==> src/rtl/apb_word_fifo.sv <==
`default_nettype none
// ============================================================================
// Module      : apb_word_fifo
// Description : Circular FIFO of 32-bit words filled by the upstream packer
//               and drained by software through an APB slave. Provides
//               status, sticky overflow/underflow flags, flush and an
//               interrupt while the FIFO is non-empty.
// Revision    : 1.0 - initial release
// ============================================================================
module apb_word_fifo #(
    parameter int DEPTH = 8,
    parameter int PTR_W = 3
) (
    input  logic        clk,
    input  logic        res,
    input  logic [31:0] wr_data,
    input  logic        wr_valid,
    input  logic        psel,
    input  logic        penable,
    input  logic        pwrite,
    input  logic [7:0]  paddr,
    input  logic [31:0] pwdata,
    output logic [31:0] prdata,
    output logic        pready,
    output logic        pslverr,
    output logic        irq
);

    localparam logic [5:0]     c_addr_data   = 6'd0;
    localparam logic [5:0]     c_addr_status = 6'd1;
    localparam logic [5:0]     c_addr_ctrl   = 6'd2;
    localparam logic [PTR_W:0] c_full_count  = (PTR_W + 1)'(DEPTH);

    logic [31:0]      r_mem [DEPTH];
    logic [PTR_W-1:0] r_wp;
    logic [PTR_W-1:0] r_rp;
    logic [PTR_W:0]   r_count;
    logic             r_ovf;
    logic             r_udf;
    logic             r_irq_en;

    logic        w_access;
    logic        w_rd;
    logic        w_wr;
    logic [5:0]  w_word;
    logic        w_hit_data;
    logic        w_hit_status;
    logic        w_hit_ctrl;
    logic        w_empty;
    logic        w_full;
    logic        w_flush;
    logic        w_pop;
    logic        w_push;
    logic        w_ovf_set;
    logic        w_udf_set;
    logic        w_sts_wr;
    logic [31:0] w_status;
    logic        w_unused;

    // Gating with reset makes an access that overlaps reset look idle.
    assign w_access     = psel & penable & res;
    assign w_rd         = w_access & ~pwrite;
    assign w_wr         = w_access & pwrite;
    assign w_word       = paddr[7:2];
    assign w_hit_data   = (w_word == c_addr_data);
    assign w_hit_status = (w_word == c_addr_status);
    assign w_hit_ctrl   = (w_word == c_addr_ctrl);

    assign w_empty = (r_count == '0);
    assign w_full  = (r_count == c_full_count);

    // Flush dominates: it suppresses any pop or push on the same edge.
    assign w_flush   = w_wr & w_hit_ctrl & pwdata[1];
    assign w_pop     = w_rd & w_hit_data & ~w_empty & ~w_flush;
    assign w_push    = wr_valid & (~w_full | w_pop) & ~w_flush;
    assign w_ovf_set = wr_valid & w_full & ~w_pop & ~w_flush;
    assign w_udf_set = w_rd & w_hit_data & w_empty;
    assign w_sts_wr  = w_wr & w_hit_status;

    assign w_status = {16'h0000, 8'(r_count), 4'h0, r_udf, r_ovf, w_full, w_empty};

    assign w_unused = &{1'b0, paddr[1:0], pwdata[31:4]};

    // Pointer and occupancy bookkeeping; pointers wrap naturally at DEPTH.
    always_ff @(posedge clk or negedge res) begin
        if (!res) begin
            r_wp    <= '0;
            r_rp    <= '0;
            r_count <= '0;
        end else if (w_flush) begin
            r_wp    <= '0;
            r_rp    <= '0;
            r_count <= '0;
        end else begin
            if (w_push) r_wp <= r_wp + PTR_W'(1);
            if (w_pop)  r_rp <= r_rp + PTR_W'(1);
            case ({w_push, w_pop})
                2'b10:   r_count <= r_count + (PTR_W + 1)'(1);
                2'b01:   r_count <= r_count - (PTR_W + 1)'(1);
                default: r_count <= r_count;
            endcase
        end
    end

    // Sticky flags: a hardware set wins over a same-edge W1C clear.
    always_ff @(posedge clk or negedge res) begin
        if (!res) begin
            r_ovf    <= 1'b0;
            r_udf    <= 1'b0;
            r_irq_en <= 1'b0;
        end else begin
            r_ovf <= w_ovf_set | (r_ovf & ~(w_sts_wr & pwdata[2]));
            r_udf <= w_udf_set | (r_udf & ~(w_sts_wr & pwdata[3]));
            if (w_wr & w_hit_ctrl) r_irq_en <= pwdata[0];
        end
    end

    // Word storage; contents survive flush and reset by design.
    always_ff @(posedge clk) begin
        if (w_push) r_mem[r_wp] <= wr_data;
    end

    // APB read mux and error response, valid only in the access phase.
    always_comb begin
        prdata  = '0;
        pslverr = 1'b0;
        if (w_access) begin
            case (w_word)
                c_addr_data: begin
                    pslverr = pwrite | w_empty;
                    if (!pwrite && !w_empty) prdata = r_mem[r_rp];
                end
                c_addr_status: begin
                    if (!pwrite) prdata = w_status;
                end
                c_addr_ctrl: begin
                    if (!pwrite) prdata = {31'h0, r_irq_en};
                end
                default: pslverr = 1'b1;
            endcase
        end
    end

    assign pready = 1'b1;
    assign irq    = r_irq_en & ~w_empty;

endmodule
`default_nettype wire

==> config.mk <==
export PLATFORM = sky130hd
export DESIGN_NAME = apb_word_fifo
export DESIGN_NICKNAME = d
export VERILOG_FILES = /design/src/rtl/apb_word_fifo.sv
export SDC_FILE = /design/constraint.sdc
export NUM_CORES = 1
export LEC_CHECK = 0
export BUFFER_PORTS_ARGS = -buffer_cell sky130_fd_sc_hd__buf_2
export CORE_MARGIN = 2
export CORE_UTILIZATION = 56
export DETAILED_ROUTE_END_ITERATION = 8
export PLACE_DENSITY_LB_ADDON = 0.25
export SYNTH_ARGS = -nofsm -noshare
export SYNTH_HDL_FRONTEND = slang
export SYNTH_SLANG_ARGS = --single-unit
==> constraint.sdc <==
create_clock -name clk -period 10.83 [get_ports clk]
set_clock_uncertainty 0.15 [all_clocks]
set_input_delay 0 -clock clk [delete_from_list [all_inputs] [get_ports clk]]
set_output_delay 0 -clock clk [all_outputs]
set_load 0.05 [all_outputs]
==> impl_metrics.py <==
metrics = {
    "sta": {
        "period_share_pct": 33.46,
        "fmax_mhz": 276.0,
        "finalHoldViolations": 0,
        "rsz0062_at_grt": "false",
        "period_minus_slack_ns": 3.624,
        "slew_headroom_pct": 36.84,
        "finalMaxSlewViolations": 0,
        "setup_tns_ns": 0,
        "worstMarginPinSlew_ns": 0.9474,
        "setup_viol": 0,
        "timing.hold.ws_ns": 0.02017,
    },
    "layout": {
        "antenna_cells": 0,
        "drive_gt1_share_pct": 32.42,
        "finalNetCount": 753,
        "area_growth_pct": 18.84,
    },
    "critical_path": {
        "cp-start-kind": "flip-flop",
        "reg2reg_setup_slack_ns": 7.84,
        "crit_arrival_ns": 3.47,
        "setup.worst_path.end_class": "output pin",
        "crit_type": "flip-flop to output pin",
        "startpoint": "r_rp[0]",
        "rr_startpoint": "r_count[1]",
        "cp.required_ns": 10.68,
        "crit_path_max_fanout": 49,
    },
    "grt": {
        "grt_usage_pct": 20.94,
        "grt_start_max_net_pins": 50,
        "grt_pass1_vias": 5834,
        "grt_pass1_wl_um": 32000,
        "antenna_found_initial": 0,
        "grt_overflow_total": 0,
    },
    "clock_tree": {
        "clk-insertion-delay-late_ns": 0.54,
        "cts_buffers": 27,
        "clk_path_buf_depth": 3,
        "cts_tree": "done",
        "clockRootBuffer": "clkbuf_16",
        "htreeDepth": 1,
        "cts.sinks": 269,
        "path_clk_slew_ns": 0.06,
    },
    "synthesis": {
        "synth_fa_ha_area_share_pct": 0.4679,
        "synth_ff_type": "edfxtp_1",
        "synthSimpleGateAreaFrac_pct": 4.386,
        "synth.most_common_cell": "edfxtp_1",
        "synth_top_family_by_area": "multiplexers",
        "yosysTopAreaCellShare_pct": 71.87,
        "synth_xor_area_share_pct": 0.4094,
        "yosys-top-cells-area": "edfxtp_1 72%, mux4_2 13%, dfrtp_1 3.0%",
        "synthDistinctLibCells": 45,
        "yosysTopAreaCell": "edfxtp_1",
        "synth_nets": 607,
        "synthCells": 525,
        "ys_async_sr_fraction_pct": 4.833,
        "syn_area_per_cell_um2": 20.37,
        "synth_area_mm2": 0.01070,
        "synth-seq-cells": 269,
        "synth_commonest_cells": "256 x edfxtp_1, 64 x mux4_2, 44 x nor2_1, 27 x mux2i_1, 14 x clkbuf_1",
        "synth-compound-area-share_pct": 1.673,
        "synth_warnings": 0,
        "synth-seq-area-share_pct": 74.91,
        "synth_edf_count": 256,
        "muxShareOfSynthArea_pct": 16.84,
    },
    "detailed_routing": {
        "vias_per_cell": 5.836,
        "via_count": 5398,
        "dr.pass1.iters": 5,
        "routed_wl_um": 20460,
        "drc_errors": 0,
        "drt_iter0_drc": 408,
        "ant_nets": 0,
        "wl_per_cell_um": 22.12,
    },
    "hold_path": {
        "hp-class": "input pin to flip-flop",
        "min_from": "paddr[5]",
    },
    "power_and_ir_drop": {
        "vdd_drop_max_v": 0.0001445,
        "p_per_area_mw_per_mm2": 196.1,
        "leakagePower_nw": 4.141,
    },
    "floorplan": {
        "core_mm2": 0.01871,
        "initial_core_util_pct": 57.18,
        "row_count": 50,
        "die_area_mm2": 0.02022,
        "die_y_um": 142.2,
        "fp.dieW_um": 142.2,
        "io_pins": 113,
    },
    "placement": {
        "io_buffers": 81,
        "post-dp-hpwl_um": 11450,
        "finalWeightedCongestion": 0.7887,
    },
    "job": {
        "maxCapViolations": 0,
    },
    "outcome": {
        "status": "completed",
    },
}
-- worst max-delay path, stage by stage (launching register included) --
cell and delay, ns:
dfrtp_4 0.67, buf_4 0.81, mux4_2 0.61, mux2i_1 0.18
nor4_1 0.08, a221oi_1 0.26, nor3_1 0.09, buf_2 0.22
-- stage by stage --
| stage | total power, W | util (%) | area [um^2] | worst slack, ns | instances |
|---|---|---|---|---|---|
| after global placement | 0.001648 | 61.04 | 11420 | 7.615 | 825 |
| after CTS | 0.002515 | 67.96 | 12710 | 7.101 | 925 |
| final | 0.002492 | 67.96 | 12710 | 7.207 | 925 |
| after global routing | 0.002587 | 67.96 | 12710 | 6.868 | 925 |
| after detailed placement | 0.001671 | 61.04 | 11420 | 7.544 | 825 |
| after floorplan | 0.001545 | - | 10700 | 6.486 | 525 |
-- logic make-up after synthesis --
family | after synthesis
and+or+nand+nor | 93
AOI/OAI and AO/OA | 25
muxes | 99
DFF | 269
other | 1
buffers and inverters | 29
adders and majority gates | 4
xor gates and xnor gates | 5
-- cell type report --
cell class / count / area [um^2]
fill: 1190 / 5993
inverter: 2 / 7.507
timing repair buffer: 144 / 1006
sequential: 269 / 8019
multi-input combinational: 227 / 2603
clock inverter: 19 / 97.59
clock buffer: 30 / 686.9
tap: 234 / 292.8
-- cells in the final DEF, fill, tap and decap left out, types with 4 or more instances in the layout --
master / netlist / final
o21ai_0: 7 / 7
clkinv_1: 0 / 9
clkinv_2: 0 / 5
nand2_1: 6 / 6
mux2i_1: 27 / 27
xor2_1: 4 / 4
nor2_1: 44 / 38
dlygate4sd3_1: 0 / 51
edfxtp_1: 256 / 256
ha_1: 4 / 4
nand2b_1: 4 / 4
nor2_4: 0 / 6
dfrtp_1: 13 / 10
buf_4: 1 / 12
mux4_2: 64 / 64
clkbuf_16: 0 / 27
mux2_2: 8 / 8
nand3_1: 10 / 10
buf_2: 7 / 81
clkinvlp_4: 0 / 4
a22oi_1: 7 / 7
nor3_1: 7 / 5
-- where the power goes --
| part | internal (W) | switching (W) |
|---|---|---|
| logic | 0.000125 | 0.000187 |
| clock network | 0.000455 | 0.000369 |
| registers | 0.00130 | 0.0000536 |
| total | 0.00188 | 0.000610 |
-- worst paths after layout --
| check | to | cells after the start |
|---|---|---|
| worst max-delay path | prdata[0] | 7 |
| worst min-delay path | r_wp[2] | 6 |
| worst max register to register | r_wp[1] | 6 |
| worst min register to register | r_udf | 1 |
| max in group asynchronous | r_rp[0] | 3 |
| min in group asynchronous | r_count[2] | 3 |
-- flip-flops by register name (all words and copies together) (netlist names) --
register,count
r_mem,256
r_wp,3
r_ovf,1
r_count,4
r_rp,3
r_irq_en,1
r_udf,1
-- timing repair --
| action | in CTS | in global routing |
|---|---|---|
| hold buffers | 51 | 0 |
| hold endpoints to repair | 282 | 0 |
| buffers inserted | 0 | 0 |
| resized for setup | 0 | 0 |
| endpoints found under the setup margin | 0 | 0 |
-- metal layers --
metal  share of wire [%]  GRT usage (%)  vias to the layer above
met2                  51          36.10                      189
li1                    -              -                     2441
met1                  41          28.41                     2741
met4                 1.6          5.632                        0
met3                 6.2          3.129                       27
met5                   0              0                        -
Power figures use the tool's default switching activity.
